## src/rtl/rsa_modexp_engine_pkg.sv

```systemverilog
// Shared constants for the RSA modular-exponentiation datapath: default width and
// controller state encodings.
package rsa_modexp_engine_pkg;

  localparam int BITS_DEF = 32;

  localparam logic [2:0] ST_IDLE  = 3'd0;
  localparam logic [2:0] ST_CHECK = 3'd1;
  localparam logic [2:0] ST_SCAN  = 3'd2;
  localparam logic [2:0] ST_SQR   = 3'd3;
  localparam logic [2:0] ST_MUL   = 3'd4;
  localparam logic [2:0] ST_FIN   = 3'd5;

endpackage

```

## src/rtl/rsa_modmul.sv

```systemverilog
// Interleaved shift-add modular multiplier p = a*b mod n, MSB first over a.
// One start cycle, BITS step cycles; done is high in the cycle the caller writes p back.
module rsa_modmul
  import rsa_modexp_engine_pkg::*;
#(
  parameter int BITS = BITS_DEF
) (
  input  logic            clk,
  input  logic            reset,
  input  logic            start,
  input  logic [BITS-1:0] a,
  input  logic [BITS-1:0] b,
  input  logic [BITS-1:0] n,
  output logic [BITS-1:0] p,
  output logic            done
);

  localparam int W  = BITS + 2;
  localparam int KW = $clog2(BITS);
  localparam logic [KW-1:0] K_TOP  = KW'(BITS - 1);
  localparam logic [KW-1:0] K_ZERO = KW'(0);
  localparam logic [KW-1:0] K_ONE  = KW'(1);

  logic [BITS-1:0] a_r;
  logic [W-1:0]    b_r;
  logic [W-1:0]    n_r;
  logic [W-1:0]    p_r;
  logic [KW-1:0]   k_r;
  logic            run_r;
  logic            done_r;

  logic [W-1:0] dbl_s;
  logic [W-1:0] red_s;
  logic [W-1:0] add_s;
  logic [W-1:0] nxt_s;

  // One reduction step; p and b stay below n, so W = BITS+2 never overflows.
  always_comb begin
    dbl_s = p_r << 1;
    if (dbl_s >= n_r) begin
      red_s = dbl_s - n_r;
    end else begin
      red_s = dbl_s;
    end
    if (a_r[k_r]) begin
      add_s = red_s + b_r;
    end else begin
      add_s = red_s;
    end
    if (add_s >= n_r) begin
      nxt_s = add_s - n_r;
    end else begin
      nxt_s = add_s;
    end
  end

  // Operand capture, step sequencing and done flag.
  always_ff @(posedge clk) begin
    if (reset) begin
      a_r    <= {BITS{1'b0}};
      b_r    <= {W{1'b0}};
      n_r    <= {W{1'b0}};
      p_r    <= {W{1'b0}};
      k_r    <= K_ZERO;
      run_r  <= 1'b0;
      done_r <= 1'b0;
    end else if (start) begin
      a_r    <= a;
      b_r    <= {2'b00, b};
      n_r    <= {2'b00, n};
      p_r    <= {W{1'b0}};
      k_r    <= K_TOP;
      run_r  <= 1'b1;
      done_r <= 1'b0;
    end else if (run_r) begin
      p_r <= nxt_s;
      if (k_r == K_ZERO) begin
        run_r  <= 1'b0;
        done_r <= 1'b1;
      end else begin
        k_r    <= k_r - K_ONE;
        done_r <= 1'b0;
      end
    end else begin
      done_r <= 1'b0;
    end
  end

  assign p    = p_r[BITS-1:0];
  assign done = done_r;

endmodule

```

## src/rtl/rsa_modexp_engine.sv

```systemverilog
// Left-to-right square-and-multiply controller computing r = m^e mod n,
// using rsa_modmul for every square and multiply.
module rsa_modexp_engine
  import rsa_modexp_engine_pkg::*;
#(
  parameter int BITS = BITS_DEF
) (
  input  logic            clk,
  input  logic            reset,
  input  logic            go,
  input  logic [BITS-1:0] m,
  input  logic [BITS-1:0] e,
  input  logic [BITS-1:0] n,
  output logic [BITS-1:0] r,
  output logic            d,
  output logic            busy,
  output logic            err
);

  localparam int KW = $clog2(BITS);
  localparam logic [KW-1:0] I_TOP  = KW'(BITS - 1);
  localparam logic [KW-1:0] I_ZERO = KW'(0);
  localparam logic [KW-1:0] I_ONE  = KW'(1);
  localparam logic [BITS-1:0] V_ZERO = {BITS{1'b0}};
  localparam logic [BITS-1:0] V_ONE  = BITS'(1);
  localparam logic [BITS-1:0] V_TWO  = BITS'(2);

  logic [2:0]      state_r;
  logic            go_q_r;
  logic [BITS-1:0] m_r;
  logic [BITS-1:0] e_r;
  logic [BITS-1:0] n_r;
  logic [BITS-1:0] acc_r;
  logic [KW-1:0]   i_r;
  logic            bad_r;
  logic            mm_start_r;
  logic [BITS-1:0] r_r;
  logic            d_r;
  logic            busy_r;
  logic            err_r;

  logic            start_s;
  logic [BITS-1:0] mm_b_s;
  logic [BITS-1:0] mm_p_s;
  logic            mm_done_s;

  assign start_s = go & ~go_q_r & ((state_r == ST_IDLE) | (state_r == ST_FIN));
  assign mm_b_s  = (state_r == ST_MUL) ? m_r : acc_r;

  rsa_modmul #(.BITS(BITS)) u_modmul (
    .clk   (clk),
    .reset (reset),
    .start (mm_start_r),
    .a     (acc_r),
    .b     (mm_b_s),
    .n     (n_r),
    .p     (mm_p_s),
    .done  (mm_done_s)
  );

  // Controller FSM, exponent index, accumulator and registered outputs.
  always_ff @(posedge clk) begin
    if (reset) begin
      state_r    <= ST_IDLE;
      go_q_r     <= 1'b0;
      m_r        <= V_ZERO;
      e_r        <= V_ZERO;
      n_r        <= V_ZERO;
      acc_r      <= V_ZERO;
      i_r        <= I_ZERO;
      bad_r      <= 1'b0;
      mm_start_r <= 1'b0;
      r_r        <= V_ZERO;
      d_r        <= 1'b0;
      busy_r     <= 1'b0;
      err_r      <= 1'b0;
    end else begin
      go_q_r     <= go;
      mm_start_r <= 1'b0;
      if (start_s) begin
        m_r     <= m;
        e_r     <= e;
        n_r     <= n;
        d_r     <= 1'b0;
        err_r   <= 1'b0;
        busy_r  <= 1'b1;
        state_r <= ST_CHECK;
      end else begin
        case (state_r)
          ST_CHECK: begin
            if ((n_r < V_TWO) || (m_r >= n_r)) begin
              acc_r   <= V_ZERO;
              bad_r   <= 1'b1;
              state_r <= ST_FIN;
            end else if (e_r == V_ZERO) begin
              acc_r   <= V_ONE;
              bad_r   <= 1'b0;
              state_r <= ST_FIN;
            end else begin
              i_r     <= I_TOP;
              bad_r   <= 1'b0;
              state_r <= ST_SCAN;
            end
          end
          ST_SCAN: begin
            if (e_r[i_r]) begin
              acc_r <= m_r;
              if (i_r == I_ZERO) begin
                state_r <= ST_FIN;
              end else begin
                i_r        <= i_r - I_ONE;
                mm_start_r <= 1'b1;
                state_r    <= ST_SQR;
              end
            end else begin
              i_r <= i_r - I_ONE;
            end
          end
          ST_SQR: begin
            if (mm_done_s) begin
              acc_r <= mm_p_s;
              if (e_r[i_r]) begin
                mm_start_r <= 1'b1;
                state_r    <= ST_MUL;
              end else if (i_r == I_ZERO) begin
                state_r <= ST_FIN;
              end else begin
                i_r        <= i_r - I_ONE;
                mm_start_r <= 1'b1;
              end
            end
          end
          ST_MUL: begin
            if (mm_done_s) begin
              acc_r <= mm_p_s;
              if (i_r == I_ZERO) begin
                state_r <= ST_FIN;
              end else begin
                i_r        <= i_r - I_ONE;
                mm_start_r <= 1'b1;
                state_r    <= ST_SQR;
              end
            end
          end
          ST_FIN: begin
            r_r    <= acc_r;
            d_r    <= 1'b1;
            busy_r <= 1'b0;
            err_r  <= bad_r;
          end
          ST_IDLE: begin
            state_r <= ST_IDLE;
          end
          default: begin
            state_r <= ST_IDLE;
          end
        endcase
      end
    end
  end

  assign r    = r_r;
  assign d    = d_r;
  assign busy = busy_r;
  assign err  = err_r;

endmodule

```

## config.mk

```make
export PLATFORM = sky130hd
export DESIGN_NAME = rsa_modexp_engine
export DESIGN_NICKNAME = d
export VERILOG_FILES = /design/src/rtl/rsa_modexp_engine_pkg.sv /design/src/rtl/rsa_modmul.sv /design/src/rtl/rsa_modexp_engine.sv
export SDC_FILE = /design/constraint.sdc
export NUM_CORES = 1
export LEC_CHECK = 0
export CAP_MARGIN = 20
export CORE_AREA = 10 10 220 243
export DETAILED_ROUTE_END_ITERATION = 8
export DIE_AREA = 0 0 230 253
export GPL_ROUTABILITY_DRIVEN = 0
export PLACE_DENSITY = 0.63
export SLEW_MARGIN = 0
export SYNTH_ARGS = -nofsm -noshare
export SYNTH_HDL_FRONTEND = slang
export SYNTH_SLANG_ARGS = --single-unit
```

## constraint.sdc

```tcl
create_clock -name clk -period 14.9 [get_ports clk]
set_input_delay 2.98 -clock clk [delete_from_list [all_inputs] [get_ports clk]]
set_output_delay 2.98 -clock clk [all_outputs]
set_load 0.05 [all_outputs]
```

==> metrics.cfg <==
[run_status]
status=complete, no violations

[clock_network]
post_cts_buffers=0
cts_tree=yes
htree_num_levels=2
cts_sinks=310
cts_buffer_depth=3
clock-root-buffer=clkbuf_16
clkSlewWorstSetupHoldPaths_ps=60
clk_latency_ps=540
hold_buffers=0
cts_made_buffers=35
cts_resized=0

[sta]
tightest_slew_ps=1013
fmax_ghz=0.1113
slew_headroom=0.3232
rsz0062_at_grt=false
fin_crit_sh=0.6032
slew_violations=0
finalSetupViolCount=0
skew_ps=24.05
hold_violations=0
post-route-min-period_ps=8987
totalNegativeSetupSlack_ps=0

[floorplanning]
die_h_um=253
initial_core_util=0.3956
num_rows=85
ios=134
core_um2=48500
die-area_um2=58190
die_w_um=230

[global_route]
use_met1=0.2424
grt_pass1_wl_mm=94.19
grt_overflow=0
grtUsageMet3=0.02742
grt_max_degree=119
top_usage_layer=met2
grt_pass1_vias=16939
antenna_found_initial=0
grt_use_total=0.1988
grt_use_met2=0.3469

[synthesis]
synth_seq_cells=310
synth.yosys.seq_area_share=0.3235
async_reset_ff_frac=0
ys_warn_count=0
synthFlopType=dfxtp_1
synth-edff-count=0
synth_cell_types=76
synth.avg_cell_area_um2=8.027
synth_fp_nets=2623
synth_area_um2=19180
synth_cells=2390

[setup_path]
cpMaxStageDelayCell=a311oi_1
crit_path_frequent_cell=o21ai_0
endpoint_kind=flip-flop
critPathMaxStageDelay_ps=770
cp.required_ps=15320
path_buf_inv=3
worstPathMaxFanout=45
crit_arrival_ps=9400
critPathLaunchType=flip-flop
critPathKind=reg -> reg
path_delay_family=compound AO/OA/AOI/OAI gates

[flow_run]
max_cap_violations=0

[route]
wl_per_cell_um=19.21
drt-total-wl_mm=59.80
route.vias.total=17622
drc=0
final_antenna_net_count=0
dr.pass1.iters=5
drtIter0Drc=1434
via_per_inst=5.661

[power_and_ir_drop]
power_mw=2.964
ir_drop_uv=81.06
total_leakage_power_nw=8.501
power.density_nw_per_um2=133.6

[cells_and_area]
nFillCells=4855
final_core_util=0.4574
finish.net_count=2668
stdcell_count=3113
area_growth_pct=15.63
antenna_cells=0
drive_gt1_frac=0.06176
final_cell_area_um2=22180

[placement]
place_area_um2=20910
hpwl_mm=44.72
port_buffers=133
post-place-cells=3047

[worst_hold_path]
hold_class=reg -> reg

[layer usage]
layer,part of all wire,vias up,wire length (um)
met3,0.051,148,3028
met5,0,-,0
met4,0.041,0,2465
met2,0.49,571,29080
met1,0.42,8282,25230
li1,-,8621,-
[sequential cells by signal (all words and copies together), names as in the netlist]
name and cells:
acc_r 32, bad_r 1, busy 1, d 1, e_r 32, err 1, go_q_r 1, i_r 5
m_r 32, mm_start_r 1, n_r 32, r 32, state_r 3, u_modmul.a_r 32, u_modmul.b_r 32, u_modmul.done 1
u_modmul.k_r 5, u_modmul.n_r 32, u_modmul.p_r 33, u_modmul.run_r 1
[final cells by class]
class | count | area (um2) | area share
tap | 652 | 815.8 | 0.03678
clock buffer | 49 | 1030 | 0.04642
multi-input combinational | 1841 | 12060 | 0.5437
inverter | 96 | 360.3 | 0.01624
clock inverter | 14 | 168.9 | 0.007615
sequential | 310 | 6210 | 0.2799
timing repair buffer | 151 | 1538 | 0.06932
[report_power, final]
group | switching, mW | leakage (nW) | internal [mW] | total [mW]
Sequential | 0.138 | 2.51 | 0.919 | 1.06
Combinational | 0.587 | 5.40 | 0.419 | 1.01
Clock | 0.365 | 0.589 | 0.537 | 0.902
Total | 1.09 | 8.50 | 1.88 | 2.96
[per-stage QoR]
stage	worst slack [ps]	hold WS, ps
after CTS	6039	457.3
after floorplan	7611	445.8
final	5913	455.1
after detailed placement	6118	448.5
after global routing	5311	479.2
after global placement	6357	445.8
[cells in the mapped netlist, types with 52 or more instances]
library cell	number	area, um2
a211oi_1	52	390.4
a21o_1	59	442.9
a21oi_1	241	1206
clkbuf_1	121	454.2
dfxtp_1	310	6206
ha_1	131	1639
inv_1	95	356.6
mux2i_1	106	1061
nand2_1	387	1453
nor2_1	180	675.7
nor3_1	71	355.3
o21ai_0	100	500.5
xnor2_1	54	473.0
[cell families after synthesis]
logic type               share of synthesized area
AND/OR/NAND/NOR                             0.1930
AO/OA/AOI/OAI                               0.2090
multiplexers                               0.09640
buffers and inverters                      0.04944
adder cells (fa/ha/maj)                    0.08857
XOR/XNOR                                   0.04011
flip-flops                                  0.3235
[worst min-delay path, stage by stage (launching register included)]
cell	delay (ps)
dfxtp_1	310
nand2_1	50
a21oi_1	50
[cells in the final DEF (no fill, tap or decap), types with 33 or more instances in the layout]
master	n
a211oi_1	52
a21o_1	59
a21oi_1	241
a221oi_1	35
a31oi_1	33
clkbuf_16	36
clkdlybuf4s50_1	132
dfxtp_1	309
ha_1	131
inv_1	95
mux2i_1	105
nand2_1	387
nor2_1	178
nor2b_1	43
nor3_1	70
o21ai_0	100
xnor2_1	54
[final timing paths]
kind                            cells past startpoint  slack [ps]               to             from
worst max-delay path                               31        5910  u_modmul.p_r[7]  u_modmul.n_r[0]
worst min register to register                      2         460            r[19]            r[19]
worst min-delay path                                2         460            r[19]            r[19]
worst max register to register                     31        5910  u_modmul.p_r[7]  u_modmul.n_r[0]
(Power assumes the default switching activity.)
